## config.mk

```make
export PLATFORM = sky130hd
export DESIGN_NAME = chunked_adder
export DESIGN_NICKNAME = d
export VERILOG_FILES = /design/src/rtl/adder_pkg.sv /design/src/rtl/adder_chunk.sv /design/src/rtl/chunked_adder.sv
export SDC_FILE = /design/constraint.sdc
export NUM_CORES = 1
export LEC_CHECK = 0
export ABC_AREA = 1
export CAP_MARGIN = 10
export CORE_MARGIN = 2
export CORE_UTILIZATION = 44
export CTS_BUF_LIST = sky130_fd_sc_hd__clkbuf_4 sky130_fd_sc_hd__clkbuf_8
export DETAILED_ROUTE_END_ITERATION = 16
export DONT_BUFFER_PORTS = 1
export HOLD_SLACK_MARGIN = 0.05
export PLACE_DENSITY = 0.56
export SETUP_SLACK_MARGIN = 0.3
export SLEW_MARGIN = 40
export SYNTH_ARGS = -nofsm -noshare
export SYNTH_HDL_FRONTEND = slang
export SYNTH_HIERARCHICAL = 1
export SYNTH_SLANG_ARGS = --single-unit
```

## constraint.sdc

```tcl
create_clock -name clk -period 4 [get_ports clk]
set_input_delay 0.2 -clock clk [delete_from_list [all_inputs] [get_ports clk]]
set_output_delay 0.2 -clock clk [all_outputs]
set_load 0.05 [all_outputs]
```

## src/rtl/adder_pkg.sv

```systemverilog
// Shared types and sizing helpers for the chunked multi-cycle adder.
// Optional subtract path is enabled by defining ADDER_SUB_EN.
package adder_pkg;

   typedef enum logic [1:0] {
      IDLE = 2'd0,
      RUN  = 2'd1,
      DONE = 2'd2
   } state_e;

   function automatic int nchunk(input int width, input int chunk);
      return width / chunk;
   endfunction

   // Counter width for a chunk index; never narrower than one bit.
   function automatic int idx_width(input int n);
      return (n > 1) ? $clog2(n) : 1;
   endfunction

endpackage

```

## src/rtl/adder_chunk.sv

```systemverilog
// CHUNK-bit ripple-carry slice built from full_adder cells; also exposes
// the carry into its MSB so the top level can form signed overflow.
module full_adder (
   input  logic a,
   input  logic b,
   input  logic cin,
   output logic s,
   output logic cout
);
   assign s    = a ^ b ^ cin;
   assign cout = (a & b) | (cin & (a ^ b));
endmodule

module adder_chunk #(
   parameter int CHUNK = 4
) (
   input  logic [CHUNK-1:0] a,
   input  logic [CHUNK-1:0] b,
   input  logic             cin,
   output logic             cout,
   output logic [CHUNK-1:0] z,
   output logic             c_msb
);
   logic [CHUNK:0] c;

   assign c[0] = cin;

   for (genvar i = 0; i < CHUNK; i++) begin : g_fa
      full_adder u_fa (
         .a    (a[i]),
         .b    (b[i]),
         .cin  (c[i]),
         .s    (z[i]),
         .cout (c[i+1])
      );
   end

   assign cout  = c[CHUNK];
   assign c_msb = c[CHUNK-1];
endmodule

```

## src/rtl/chunked_adder.sv

```systemverilog
// Multi-cycle WIDTH-bit adder/subtractor processing CHUNK bits per clock.
// Define ADDER_SUB_EN to enable subtraction via the sub input.
module chunked_adder
   import adder_pkg::*;
#(
   parameter int WIDTH = 16,
   parameter int CHUNK = 4
) (
   input  logic             clk,
   input  logic             rst_n,
   input  logic             in_valid,
   output logic             in_ready,
   input  logic [WIDTH-1:0] a,
   input  logic [WIDTH-1:0] b,
   input  logic             cin,
   input  logic             sub,
   output logic             out_valid,
   input  logic             out_ready,
   output logic [WIDTH-1:0] z,
   output logic             cout,
   output logic             ovf,
   output logic             zero
);
   localparam int NCHUNK = nchunk(WIDTH, CHUNK);
   localparam int IDX_W  = idx_width(NCHUNK);
   localparam logic [IDX_W-1:0] LAST_IDX = IDX_W'(NCHUNK - 1);

   localparam logic [1:0] ST_IDLE = IDLE;
   localparam logic [1:0] ST_RUN  = RUN;
   localparam logic [1:0] ST_DONE = DONE;

   if (CHUNK < 1 || CHUNK > WIDTH || (WIDTH % CHUNK) != 0) begin : g_bad_chunk
      $error("chunked_adder: CHUNK must divide WIDTH and lie in 1..WIDTH");
   end

   // Handshake: a transfer happens on a rising edge where valid and ready
   // are both high; ready/valid are decoded from the state register only.
   logic [1:0]       state;
   logic [IDX_W-1:0] idx;
   logic [WIDTH-1:0] a_reg, b_reg, z_reg;
   logic             carry_reg, cout_reg, ovf_reg;

   logic [WIDTH-1:0] b_in;
   logic             c_in;

`ifdef ADDER_SUB_EN
   assign b_in = sub ? ~b : b;
   assign c_in = cin | sub;
`else
   logic unused_sub;
   assign unused_sub = sub;
   assign b_in       = b;
   assign c_in       = cin;
`endif

   logic [CHUNK-1:0] a_chunk, b_chunk, s_chunk;
   logic             chunk_cout, chunk_cmsb;

   assign a_chunk = a_reg[int'(idx)*CHUNK +: CHUNK];
   assign b_chunk = b_reg[int'(idx)*CHUNK +: CHUNK];

   adder_chunk #(.CHUNK(CHUNK)) u_chunk (
      .a     (a_chunk),
      .b     (b_chunk),
      .cin   (carry_reg),
      .cout  (chunk_cout),
      .z     (s_chunk),
      .c_msb (chunk_cmsb)
   );

   always_ff @(posedge clk) begin
      if (!rst_n) begin
         state     <= ST_IDLE;
         idx       <= '0;
         a_reg     <= '0;
         b_reg     <= '0;
         z_reg     <= '0;
         carry_reg <= 1'b0;
         cout_reg  <= 1'b0;
         ovf_reg   <= 1'b0;
      end else begin
         case (state)
            ST_IDLE: begin
               if (in_valid) begin
                  a_reg     <= a;
                  b_reg     <= b_in;
                  carry_reg <= c_in;
                  idx       <= '0;
                  state     <= ST_RUN;
               end
            end
            ST_RUN: begin
               z_reg[int'(idx)*CHUNK +: CHUNK] <= s_chunk;
               carry_reg <= chunk_cout;
               if (idx == LAST_IDX) begin
                  cout_reg <= chunk_cout;
                  ovf_reg  <= chunk_cmsb ^ chunk_cout;
                  idx      <= '0;
                  state    <= ST_DONE;
               end else begin
                  idx <= idx + IDX_W'(1);
               end
            end
            ST_DONE: begin
               if (out_ready) state <= ST_IDLE;
            end
            default: state <= ST_IDLE;
         endcase
      end
   end

   assign in_ready  = (state == ST_IDLE);
   assign out_valid = (state == ST_DONE);
   assign z         = z_reg;
   assign cout      = cout_reg;
   assign ovf       = ovf_reg;
   assign zero      = (z_reg == '0);

endmodule

```

==> implementation parameters <==
Parameter                              Value

Status
  Run status ... finished, final reports clean

Power
  Worst VDD drop ... ~0.16 mV
  Cell leakage power ... roughly 1.0 nW
  Overall power of the completed layout ... roughly 0.0011 W
  Power per cell area ... approximately 420 nW/um^2

Worst setup path
  Largest fanout on the critical path ... 17
  Number of cell instances on the worst register-to-register path ... 11
  Launching point of the worst reg2reg path ... idx[0]
  R2r endpoint ... z[15]
  Critical path launch point type ... flip-flop
  Required time reported for the critical path endpoint ... 4.23 ns
  Arrival time at the worst endpoint ... between 3 and 4 ns
  Reg-to-reg slack, setup ... 0.78 ns
  Critical path capture point type ... flip-flop
  Type of the worst setup path ... reg -> reg

Synth
  Largest area contributor in the synthesized netlist ... dfxtp_1
  Largest cells by area after synthesis ... dfxtp_1 43%, nor2_1 12%, o21ai_0 9.8%
  Register bit count reported by yosys ... 55
  Post-synth top flop ... dfxtp_1
  Synth top area share ... 43.0%
  Register area share after synthesis ... about 43%
  Distinct cells, synth ... 27
  Synthesized netlist net count ... 392
  Post-Synthesis Mean Instance Area ... roughly 7.4 um^2
  Ranking of synthesized cells by instance count ... 84 x nor2_1, 55 x dfxtp_1, 50 x o21ai_0
  Gate count of the mapped netlist ... about 350
  Post-synthesis async set-or-reset flop share ... 0%
  Number of synthesized flops with an enable pin ... 0
  Synthesis Warnings ... 6
  Most repeated cell in the gate-level netlist after synthesis ... nor2_1
  Post-synthesis instance area ... around 2600 um^2

Route
  Final wirelength ... between 5000 and 6000 um
  Number of vias after detailed routing ... 2131
  Final antenna-violating net count ... 0
  Average routed wire per standard cell ... approximately 14 um
  Vias per inst ... between 5 and 6
  Iteration-0 DRC count of the detailed router ... 57
  Detailed-router iteration count before antenna repair ... 4
  DR DRC count ... 0

STA
  Setup skew after layout ... 0.00941 ns
  Number of hold-slack violations in the final timing report ... 0
  Final Max Tran Viols ... 0
  Worst Max-Slew Pin Slew ... just over 0.8 ns
  Worst slew margin ... between 40% and 50%
  RSZ-0062 raised after global routing ... false
  Setup WS post-layout ... a little under 0.8 ns
  Final setup violation count ... 0
  Portion of the clock cycle consumed by the worst path in the final layout ... 80.4%
  Maximum frequency from static timing analysis ... between 300 and 400 MHz
  Shortest clock period the worst path allows after layout ... approximately 3.2 ns
  Final total negative setup slack ... 0 ns

Clocking
  Post-CTS clock slew at the launch and capture registers of the worst setup and hold paths ... about 0.09 ns
  Number of gates resized after CTS ... 0
  TritonCTS buffer count ... 5
  Worst-skew pair later-pin latency ... about 0.30 ns
  TritonCTS clock tree ... built
  Deepest clock path buffer count ... 2
  Number of clock sinks seen by CTS ... 55
  Postcts setup bufs ... 0
  CTS Root Buffer Type ... clkbuf_8
  Number of levels in the clock H-tree ... 2

Placed design
  Port Buffer Count ... 0
  Last weighted congestion value of the routability-driven placer ... 0.740
  Worst-case setup slack after placement ... 0.776 ns
  DP HPWL ... between 4000 and 5000 um

Die
  Die area ... between 6000 and 7000 um^2
  Top Ports ... 59
  Die Wd ... 80.3 um
  Starting Density ... roughly 46%
  Chip height ... around 80 um
  Number of standard-cell rows in the floorplan ... 27
  Area inside the core boundary ... 5570 um^2

Cells and area
  Footprint of the multi-input gates ... between 1000 and 1500 um^2
  Net total in the final layout ... 387
  Layout cells sized above 1 ... between 10% and 20%
  Fill cells ... a little over 600
  Area used by sequential logic in the layout ... about 1100 um^2
  Number of antenna cells inserted ... 0
  Area added between synthesis and finish ... 4.74%

Min path
  Hold path endpoint ... b_reg[1]
  HP Start ... b[1]
  Hold Path Class ... in -> reg
  Hold Crit Depth ... 2

Global routing
  GRT Resource Usage Total ... 18.9%
  Antenna violations before repair ... 0
  Largest net degree at the start of global routing ... 35
  Congestion Overflow GR ... 0
  Wire length of the first global-routing pass ... 9390 um
  Via count of the first global-routing pass ... roughly 2000

Flow run
  Number of max-cap violations ... 0
power by group:
group / total, W / internal [W] / switching, W
Combinational: 0.000201 / 0.0000673 / 0.000133
Clock: 0.000306 / 0.000136 / 0.000169
Sequential: 0.000621 / 0.000582 / 0.0000387
cell type report:
cell class / instances / area share [%]
clock buffers: 6 / 3.08
clock inverters: 1 / 0.187
inverters: 18 / 2.61
multi-input cells: 255 / 48.3
flip-flops and latches: 55 / 41.0
well taps: 72 / 3.36
repair buffers: 5 / 1.40
cell usage in the layout, fill, tap and decap left out, drive strengths merged:
cell type	count
nor2	100
dfxtp	55
o21ai	50
nand2	49
a21oi	21
inv	17
nand3	13
o22ai	8
clkbuf	6
ha	5
fa	4
buf	4
nor3	2
clkinv	2
nand4	1
and2	1
xor2	1
dlygate4sd3	1
timing repair:
action,in CTS,in global routing
hold buffers,2,0
setup endpoints to repair,0,0
endpoints found under the hold margin,34,0
through the flow:
step | area (um^2) | utilization [%] | hold slack, ns | cells
floorplan | 2560 | - | 0.363 | 345
global placement | 2580 | 46.2 | 0.332 | 403
detailed placement | 2580 | 46.3 | 0.334 | 403
CTS | 2690 | 48.2 | 0.0509 | 412
global route | 2680 | 48.1 | 0.0561 | 412
finish | 2680 | 48.1 | 0.0590 | 412
worst max-delay path by stage:
stage            from     to  slack (ns)  cells past startpoint
2_1_floorplan  idx[0]  z[15]        0.88                     13
3_3_place_gp   idx[0]  z[15]        0.81                     11
3_5_place_dp   idx[0]  z[15]        0.78                     11
4_1_cts        idx[0]  z[15]        0.75                     11
5_1_grt        idx[0]   z[7]        0.49                     11
6_report       idx[0]  z[15]        0.78                     11
cell families after synthesis:
kind of cell / count (synthesis) / share of synthesized area [%]
AO/OA/AOI/OAI: 79 / 15.8
XOR/XNOR: 1 / 0.342
adder cells (fa/ha/maj): 9 / 5.57
buffers and inverters: 35 / 6.69
flip-flops: 55 / 43.0
AND/OR/NAND/NOR: 166 / 28.6
metal layers:
metal  share of wire, %  wire, um  track usage [%]  up-vias
li1                   -         -                -     1105
met1                 47      2660             25.4      968
met2                 48      2730             30.8       51
met3                4.6       264             3.93        7
met4                1.0        57             5.08        0
met5                  0         0                0        -
critical path, cell delays in order (launching register included):
cell	delay, ns
dfxtp_1	0.34
inv_1	0.20
o21ai_0	0.24
o22ai_1	0.14
fa_1	0.42
fa_1	0.39
fa_1	0.42
fa_1	0.52
inv_1	0.06
nor3_1	0.21
nand2_1	0.09
a21oi_1	0.12
Note: power is estimated with default switching activity, not from simulation.
